File: src/rtl/dram_timing_tracker_if.sv
// Command-FSM <-> timing-tracker bundle: FSM state flags in, constraint qualifiers and refresh status out.
// Pure level signalling, no handshake; the master is the command FSM and the slave is the tracker.
interface dram_timing_tracker_if;
  logic       init_done;
  logic       activate_issued;
  logic       read_issued;
  logic       write_issued;
  logic       precharge_issued;
  logic       refresh_issued;
  logic       tRCD_done;
  logic       tRAS_done;
  logic       tRTP_done;
  logic       tWR_done;
  logic       tWTR_done;
  logic       tRP_done;
  logic       tRFC_done;
  logic       refresh_req;
  logic [3:0] refresh_pending;
  logic       refresh_overflow;

  modport master (
    output init_done, activate_issued, read_issued, write_issued,
           precharge_issued, refresh_issued,
    input  tRCD_done, tRAS_done, tRTP_done, tWR_done, tWTR_done, tRP_done,
           tRFC_done, refresh_req, refresh_pending, refresh_overflow
  );

  modport slave (
    input  init_done, activate_issued, read_issued, write_issued,
           precharge_issued, refresh_issued,
    output tRCD_done, tRAS_done, tRTP_done, tWR_done, tWTR_done, tRP_done,
           tRFC_done, refresh_req, refresh_pending, refresh_overflow
  );
endinterface

File: src/rtl/dram_timing_tracker.sv
// JEDEC timing-constraint counters plus refresh interval timer with a bounded postponement backlog.
// Latency: tX_done drops combinationally in the start cycle and rises T cycles later; no backpressure.
module dram_timing_tracker #(
  parameter int T_RCD        = 3,
  parameter int T_RAS        = 8,
  parameter int T_RTP        = 2,
  parameter int T_WR         = 4,
  parameter int T_WTR        = 2,
  parameter int T_RP         = 3,
  parameter int T_RFC        = 20,
  parameter int T_REFI       = 780,
  parameter int MAX_POSTPONE = 8
) (
  input  logic                 clk,
  input  logic                 reset,
  dram_timing_tracker_if.slave bus
);

  localparam int              NT        = 7;
  localparam logic [15:0]     REFI_LOAD = 16'(T_REFI - 1);
  localparam logic [3:0]      PEND_MAX  = 4'(MAX_POSTPONE);

  logic act_d, rd_d, wr_d, pre_d, ref_d;
  logic act_start, rd_start, wr_start, pre_start, ref_start;

  always_ff @(posedge clk or posedge reset) begin
    if (reset) begin
      act_d <= 1'b0;
      rd_d  <= 1'b0;
      wr_d  <= 1'b0;
      pre_d <= 1'b0;
      ref_d <= 1'b0;
    end else begin
      act_d <= bus.activate_issued;
      rd_d  <= bus.read_issued;
      wr_d  <= bus.write_issued;
      pre_d <= bus.precharge_issued;
      ref_d <= bus.refresh_issued;
    end
  end

  // Flags stay high while the FSM sits in a state; only the rising edge is a new command.
  assign act_start = bus.activate_issued  & ~act_d;
  assign rd_start  = bus.read_issued      & ~rd_d;
  assign wr_start  = bus.write_issued     & ~wr_d;
  assign pre_start = bus.precharge_issued & ~pre_d;
  assign ref_start = bus.refresh_issued   & ~ref_d;

  // Timer index: 0 RCD, 1 RAS, 2 RTP, 3 WR, 4 WTR, 5 RP, 6 RFC.
  logic [NT-1:0] tmr_start;
  logic [NT-1:0] tmr_done;

  assign tmr_start = {ref_start, pre_start, wr_start, wr_start, rd_start, act_start, act_start};

  for (genvar g = 0; g < NT; g++) begin : g_tmr
    localparam int T_SEL = (g == 0) ? T_RCD :
                           (g == 1) ? T_RAS :
                           (g == 2) ? T_RTP :
                           (g == 3) ? T_WR  :
                           (g == 4) ? T_WTR :
                           (g == 5) ? T_RP  : T_RFC;
    localparam logic [7:0] LOAD = 8'(T_SEL - 1);

    logic [7:0] cnt;

    // A start while running restarts from the full count rather than extending it.
    always_ff @(posedge clk or posedge reset) begin
      if (reset) begin
        cnt <= 8'd0;
      end else if (tmr_start[g]) begin
        cnt <= LOAD;
      end else if (cnt != 8'd0) begin
        cnt <= cnt - 8'd1;
      end
    end

    assign tmr_done[g] = (cnt == 8'd0) & ~tmr_start[g];
  end

  assign bus.tRCD_done = tmr_done[0];
  assign bus.tRAS_done = tmr_done[1];
  assign bus.tRTP_done = tmr_done[2];
  assign bus.tWR_done  = tmr_done[3];
  assign bus.tWTR_done = tmr_done[4];
  assign bus.tRP_done  = tmr_done[5];
  assign bus.tRFC_done = tmr_done[6];

  logic [15:0] refi_cnt;
  logic [3:0]  pending;
  logic        overflow;
  logic        expiry;

  assign expiry = bus.init_done & (refi_cnt == 16'd0);

  // Interval timer free-runs once init completes, independent of when refreshes are serviced.
  always_ff @(posedge clk or posedge reset) begin
    if (reset) begin
      refi_cnt <= 16'd0;
      pending  <= 4'd0;
      overflow <= 1'b0;
    end else if (!bus.init_done) begin
      refi_cnt <= REFI_LOAD;
      pending  <= 4'd0;
    end else begin
      refi_cnt <= expiry ? REFI_LOAD : refi_cnt - 16'd1;
      if (expiry && !ref_start) begin
        if (pending == PEND_MAX) begin
          overflow <= 1'b1;
        end else begin
          pending <= pending + 4'd1;
        end
      end else if (ref_start && !expiry && pending != 4'd0) begin
        pending <= pending - 4'd1;
      end
    end
  end

  assign bus.refresh_pending  = pending;
  assign bus.refresh_overflow = overflow;
  assign bus.refresh_req      = (pending != 4'd0);

endmodule

File: src/flat_wrapper.sv
// flat-port wrapper written by rule: the top's interface ports become plain ports
module dram_timing_tracker_flat 
#(
  parameter int T_RCD        = 3,
  parameter int T_RAS        = 8,
  parameter int T_RTP        = 2,
  parameter int T_WR         = 4,
  parameter int T_WTR        = 2,
  parameter int T_RP         = 3,
  parameter int T_RFC        = 20,
  parameter int T_REFI       = 780,
  parameter int MAX_POSTPONE = 8
)
  (clk, reset, bus_init_done, bus_activate_issued, bus_read_issued, bus_write_issued, bus_precharge_issued, bus_refresh_issued, bus_tRCD_done, bus_tRAS_done, bus_tRTP_done, bus_tWR_done, bus_tWTR_done, bus_tRP_done, bus_tRFC_done, bus_refresh_req, bus_refresh_pending, bus_refresh_overflow);
  dram_timing_tracker_if bus_i ();
  input  logic clk;
  input  logic reset;
  input wire logic [$bits(bus_i.init_done)-1:0] bus_init_done;
  input wire logic [$bits(bus_i.activate_issued)-1:0] bus_activate_issued;
  input wire logic [$bits(bus_i.read_issued)-1:0] bus_read_issued;
  input wire logic [$bits(bus_i.write_issued)-1:0] bus_write_issued;
  input wire logic [$bits(bus_i.precharge_issued)-1:0] bus_precharge_issued;
  input wire logic [$bits(bus_i.refresh_issued)-1:0] bus_refresh_issued;
  output wire logic [$bits(bus_i.tRCD_done)-1:0] bus_tRCD_done;
  output wire logic [$bits(bus_i.tRAS_done)-1:0] bus_tRAS_done;
  output wire logic [$bits(bus_i.tRTP_done)-1:0] bus_tRTP_done;
  output wire logic [$bits(bus_i.tWR_done)-1:0] bus_tWR_done;
  output wire logic [$bits(bus_i.tWTR_done)-1:0] bus_tWTR_done;
  output wire logic [$bits(bus_i.tRP_done)-1:0] bus_tRP_done;
  output wire logic [$bits(bus_i.tRFC_done)-1:0] bus_tRFC_done;
  output wire logic [$bits(bus_i.refresh_req)-1:0] bus_refresh_req;
  output wire logic [$bits(bus_i.refresh_pending)-1:0] bus_refresh_pending;
  output wire logic [$bits(bus_i.refresh_overflow)-1:0] bus_refresh_overflow;
  assign bus_i.init_done = bus_init_done;
  assign bus_i.activate_issued = bus_activate_issued;
  assign bus_i.read_issued = bus_read_issued;
  assign bus_i.write_issued = bus_write_issued;
  assign bus_i.precharge_issued = bus_precharge_issued;
  assign bus_i.refresh_issued = bus_refresh_issued;
  assign bus_tRCD_done = bus_i.tRCD_done;
  assign bus_tRAS_done = bus_i.tRAS_done;
  assign bus_tRTP_done = bus_i.tRTP_done;
  assign bus_tWR_done = bus_i.tWR_done;
  assign bus_tWTR_done = bus_i.tWTR_done;
  assign bus_tRP_done = bus_i.tRP_done;
  assign bus_tRFC_done = bus_i.tRFC_done;
  assign bus_refresh_req = bus_i.refresh_req;
  assign bus_refresh_pending = bus_i.refresh_pending;
  assign bus_refresh_overflow = bus_i.refresh_overflow;
  dram_timing_tracker #(.T_RCD(T_RCD), .T_RAS(T_RAS), .T_RTP(T_RTP), .T_WR(T_WR), .T_WTR(T_WTR), .T_RP(T_RP), .T_RFC(T_RFC), .T_REFI(T_REFI), .MAX_POSTPONE(MAX_POSTPONE)) u_core (.clk(clk), .reset(reset), .bus(bus_i));
endmodule
File: config.mk
export PLATFORM = sky130hd
export DESIGN_NAME = dram_timing_tracker_flat
export DESIGN_NICKNAME = d
export VERILOG_FILES = /design/src/rtl/dram_timing_tracker_if.sv /design/src/rtl/dram_timing_tracker.sv /design/src/flat_wrapper.sv
export SDC_FILE = /design/constraint.sdc
export NUM_CORES = 1
export LEC_CHECK = 0
export CORE_ASPECT_RATIO = 0.6
export CORE_MARGIN = 2
export CORE_UTILIZATION = 45
export CTS_CLUSTER_SIZE = 8
export DETAILED_ROUTE_END_ITERATION = 12
export PLACE_DENSITY = 0.72
export RECOVER_POWER = 100
export SYNTH_ARGS = -nofsm -noshare
export SYNTH_HDL_FRONTEND = slang
export SYNTH_SLANG_ARGS = --single-unit
File: constraint.sdc
create_clock -name clk -period 3.35 [get_ports clk]
set_input_delay 0.67 -clock clk [delete_from_list [all_inputs] [get_ports clk]]
set_output_delay 0.67 -clock clk [all_outputs]
set_load 0.05 [all_outputs]
### Yosys cells after proc, flatten, opt, wreduce, memory -nomap -nowiden

Cells that the tools add are included.

| cells by class | value |
|---|---|
| equal/unequal tests | 3 |
| add/subtract/negate cells | 10 |
| bitwise gates (word level) | 23 |
| reduce and logical (&&, ||, !) cells | 30 |
| multiplexer cells | 20 |

Operators with widths:

| kind | count |
|---|---|
| 2-to-1 mux 8 bit | 14 |
| zero test 8 bit | 7 |
| nonzero test 8 bit | 7 |
| subtractor 8 x 1 -> 8 bit (second input constant) | 7 |
| 2-to-1 mux 16 bit | 2 |
| zero test 16 bit | 1 |
| 2-to-1 mux 4 bit | 4 |
| subtractor 16 x 1 -> 16 bit (second input constant) | 1 |
| nonzero test 2 bit | 7 |
| AND 1 bit | 13 |
| NOT 1 bit | 10 |
| adder 4 x 1 -> 4 bit (second input constant) | 1 |
| == test 4 bit (second input constant) | 1 |
| nonzero test 4 bit | 1 |
| subtractor 4 x 1 -> 4 bit (second input constant) | 1 |
| logical AND 1 bit | 3 |
| inequality test 3 x 1 -> 1 bit (second input constant) | 1 |
| inequality test 3 bit (second input constant) | 1 |
| AND reduction 3 bit | 1 |
| zero test 1 bit | 2 |
| AND reduction 2 bit | 1 |

| word-level totals | value |
|---|---|
| input port bits | 8 |
| register bits after elaboration | 82 |
| output and inout bits | 13 |
| logic and storage cells | 101 |

### Logic depth before layout (Yosys ltp)

| logic depth | value |
|---|---|
| depth after elaboration | 8 |
| depth in mapped cells | 11 |
| gate-level depth less buffers | 11 |

### Worst setup path before layout

No wires, ideal clock.

| timing path | value |
|---|---|
| path type | reg-to-output |
| start | register u_core.g_tmr[3].cnt[0] |
| end | output bus_tWR_done |
| slack | 187 ps |
| stages on the path, launching flop included | 7 |
| data arrival time | 2493 ps |
| data required time | 2680 ps |
| path through | dfrtp_1 -> inv_1 -> ha_1 -> or3b_2 -> or4b_2 -> buf_2 -> nor2_1 |

| between the ends | value |
|---|---|
| word-level cells in the longest chain between the ends | 2 |

Ends and longest elaborated chain:

| item | line | RTL |
|---|---|---|
| start: declaration | dram_timing_tracker.sv:64 | `logic [7:0] cnt;` |
| start signal: assignment | dram_timing_tracker.sv:73 | `cnt <= cnt - 8'd1;` |
| zero test 8 bit | dram_timing_tracker.sv:77 | `assign tmr_done[g] = (cnt == 8'd0) & ~tmr_start[g];` |
| AND 1 bit | dram_timing_tracker.sv:77 |  |
| end: declaration | flat_wrapper.sv:27 | `output wire logic [$bits(bus_i.tWR_done)-1:0] bus_tWR_done;` |

Every way passes these cells.

### Final worst setup path

| timing path | value |
|---|---|
| start | register u_core.g_tmr[2].cnt[0] |
| end | output bus_tRTP_done |

| between the ends | value |
|---|---|
| word-level cells in the longest chain between the ends | 2 |

Ends and longest elaborated chain:

| item | line | RTL |
|---|---|---|
| start: declaration | dram_timing_tracker.sv:64 |  |
| start signal: assignment | dram_timing_tracker.sv:73 |  |
| zero test 8 bit | dram_timing_tracker.sv:77 |  |
| AND 1 bit | dram_timing_tracker.sv:77 |  |
| end: declaration | flat_wrapper.sv:26 | `output wire logic [$bits(bus_i.tRTP_done)-1:0] bus_tRTP_done;` |

Every way passes these cells.

==> reports/qor.yml <==
cts:
  ctsHoldBuffers: 0
  clk_pin_slew_ps: 60
  numCtsBuffers: 9
  cts_tree: "done"
  htree_levels: 3
  clk_latency_ps: 340
  root_buffer: "clkbuf_16"
  cts_sinks: 82
  post-cts-setup-buffers: 0
  cts_max_path_buffers: 2
timing:
  holdWs_ps: 476
  rsz0062_at_grt: "false"
  min_period_over_period_pct: 97.2
  relSlewSlack_pct: -1.25
  worstMarginPinSlew_ps: 1510
  tns_ps: 0
  max_freq_ghz: 0.307
  finalMaxSlewViolations: 33
  min_period_ps: 3250
  clock_skew_ps: 4.42
  setup_viol: 0
  finalHoldViolCount: 0
power:
  combPwrFrac_pct: 33.4
  power.total_w: 0.00371
  peakVddDrop_mv: 0.339
  power_frac_seq_pct: 40.6
  power.internal_w: 0.00237
  p_per_area_mw_per_mm2: 765
  power_frac_clock_pct: 26.0
  swShare_pct: 36.0
  leakage_nw: 2.18
  p_switching_w: 0.00134
grt:
  grt_pass1_wl_mm: 14.0
  grt_max_degree: 51
  grt_pass1_vias: 2993
  antenna_found_initial: 0
  grt_usage_pct: 17.5
  overflow: 0
synth:
  avgSynthCellArea_sq_um: 9.32
  synth_ff_type: "dfrtp_1"
  synth_top_area_cell: "dfrtp_1"
  synth_nets: 470
  synth_seq_cells: 82
  synthesis.area_sq_mm: 0.00419
  seq_area_frac_synth_pct: 48.9
  netlist_instances: 450
  yosys-top-cells-area: "dfrtp_1 49%, nor2_1 6.9%, nand2_1 3.8%"
  yosysWarnings: 0
  synth_cell_type_count: 50
  synthArstFlopShare_pct: 100
  synth_top_area_share_pct: 48.9
  synth_edf_count: 0
critical_path:
  cp_slowest_cell: "or4b_2"
  crit_required_ps: 2680
  path_cells: "inv_1 -> ha_1 -> or3b_2 -> or4b_2 -> nor2_1 -> buf_12"
  worstSetupStartpoint: "u_core.g_tmr[2].cnt[0]"
  critical_path_peak_fanout: 7
  arrival_ps: 2580
  crit_type: "flip-flop to output port"
  timing.rr.start: "u_core.refi_cnt[5]"
  critPathTopFamily: "simple AND/OR/NAND/NOR gates"
  crit_buf_inv: 2
  worstSetupStartpointType: "flip-flop"
  endpoint_kind: "output port"
  slowest_delay_ps: 730
die:
  start_util_pct: 46.0
  die_h_um: 78.8
  core_sq_mm: 0.00912
  die_x_um: 129
  die_area_sq_mm: 0.0101
  num_io_pins: 21
  num_rows: 27
worst_hold_path:
  hp-class: "flip-flop to flip-flop"
  min-delay-start: "u_core.refi_cnt[0]"
outcome:
  outcome: "finished with violations"
  violations: "capacitance limit, slew limit"
routing:
  drt_iter0_markers: 222
  route.detailed.drc: 0
  avgViaCountPerCell: 5.38
  routed-via-count: 3236
  drt_pass1_iterations: 5
  wl_mm: 8.06
  post_drt_wl_per_cell_um: 13.4
  ant_nets: 0
job:
  timing.max_cap.violations: 1
placement:
  dp_hpwl_mm: 5.44
  place_area_sq_mm: 0.00460
  routabilityCongestion: 0.804
  port_buffers: 20
final_layout:
  fin_util_pct: 53.2
  top_register: "u_core.g_tmr.cnt"
  largest_reg_flops: 56
  num_antenna_cells: 0
  nets: 501
  final_area_sq_mm: 0.00485
  drive_gt1_share_pct: 7.82
  area_growth_pct: 15.7
-- final timing paths --
kind,end,slack [ps],depth (start not counted)
hold reg to reg,u_core.refi_cnt[0],480,1
setup / recovery,bus_tRTP_done,100,6
setup reg to reg,u_core.bus.refresh_pending[3],330,9
min in group asynchronous,u_core.g_tmr[2].cnt[5],1130,2
hold / removal,u_core.refi_cnt[0],480,1
max in group asynchronous,u_core.refi_cnt[12],1370,3
-- layout by cell type, fill, tap and decap left out, types with 3 or more instances in the layout --
| master | synthesis | routed |
|---|---|---|
| nand2b_1 | 8 | 8 |
| nand4b_1 | 3 | 3 |
| nor3_1 | 16 | 16 |
| xnor2_1 | 18 | 18 |
| nor2_1 | 77 | 76 |
| inv_1 | 24 | 23 |
| or3b_2 | 3 | 3 |
| nand4_1 | 5 | 5 |
| nor2b_1 | 12 | 12 |
| nand2_1 | 43 | 43 |
| ha_1 | 11 | 11 |
| xor2_1 | 16 | 16 |
| o21ai_0 | 12 | 12 |
| nand3b_1 | 5 | 5 |
| dlygate4sd3_1 | 0 | 14 |
| o31ai_1 | 4 | 4 |
| buf_12 | 0 | 3 |
| dfrtp_1 | 82 | 82 |
| a21oi_1 | 24 | 24 |
| mux2_2 | 4 | 4 |
| clkbuf_16 | 0 | 9 |
| or4_1 | 4 | 4 |
| clkinv_2 | 0 | 4 |
| or3_1 | 5 | 5 |
| a31oi_1 | 4 | 4 |
| mux2i_1 | 4 | 4 |
| nand3_1 | 14 | 15 |
| nor4_1 | 10 | 10 |
| clkbuf_1 | 6 | 9 |
| buf_4 | 0 | 5 |
-- stage by stage --
stage,worst slack [ps],instances
after global routing,2.56,602
after global placement,213,586
final,95.2,602
after CTS,64.4,602
after detailed placement,94.3,586
after floorplan,187,450
-- cells in the mapped netlist (all sizes together), types with 2 or more instances --
master and n:
dfrtp 82, nor2 77, nand2 43, a21oi 24, inv 24, xnor2 18
nor3 17, xor2 16, nand3 15, nor2b 12, o21ai 12, ha 11
nor4 10, nand2b 8, clkbuf 6, nand3b 5, nand4 5, or3 5
or4 5, a31oi 4, and2 4, buf 4, mux2 4, mux2i 4
o31ai 4, nand4b 3, or3b 3, or4b 3, a211oi 2, a21o 2
nor3b 2, o311ai 2, or2 2
-- power groups by stage --
stage | logic, W | clock network (W) | registers (W)
after floorplan | 0.00101 | 0 | 0.00147
after global placement | 0.00120 | 0 | 0.00151
after detailed placement | 0.00125 | 0 | 0.00152
after CTS | 0.00126 | 0.000991 | 0.00150
after global routing | 0.00143 | 0.00104 | 0.00155
final | 0.00124 | 0.000966 | 0.00151
-- logic make-up after synthesis --
logic type	share of synthesized area, %
and+or+nand+nor	26.6
DFF	48.9
AOI/OAI and AO/OA	8.50
xor gates and xnor gates	7.10
buffers and inverters	3.10
adders and majority gates	3.76
muxes	2.03
-- timing repair --
action / in CTS / in global routing
endpoints found under the hold margin: 0 / 0
gates resized for setup: 0 / 1
setup endpoints to repair: 0 / 1
-- worst reg2reg max path, stage by stage, from the launching register on --
cell and delay, ps:
dfrtp_1 430, or4_4 570, nor3_4 240, nand4_1 340, ha_1 410, a21o_1 190
a21oi_1 280, o211ai_1 160, o2bb2ai_1 150, a21o_1 160
-- layer usage --
| metal | part of all wire (%) | wire [um] | up-vias | global-route usage (%) |
|---|---|---|---|---|
| li1 | - | - | 1610 | - |
| met1 | 52 | 4160 | 1547 | 25.1 |
| met2 | 43 | 3460 | 68 | 25.2 |
| met3 | 4.5 | 363 | 11 | 5.59 |
| met4 | 0.97 | 78 | 0 | 5.33 |
| met5 | 0 | 0 | - | 0 |
-- area by class of cell --
cell class	instances	area, sq um
Timing Repair Buffer	30	268
Clock inverter	6	57.6
Sequential cell	82	2050
Fill cell	826	4270
Tap cell	116	145
Multi-Input combinational cell	334	2010
Inverter	24	91.3
Clock buffer	10	229
No activity file was read; power rests on OpenSTA's default activity.
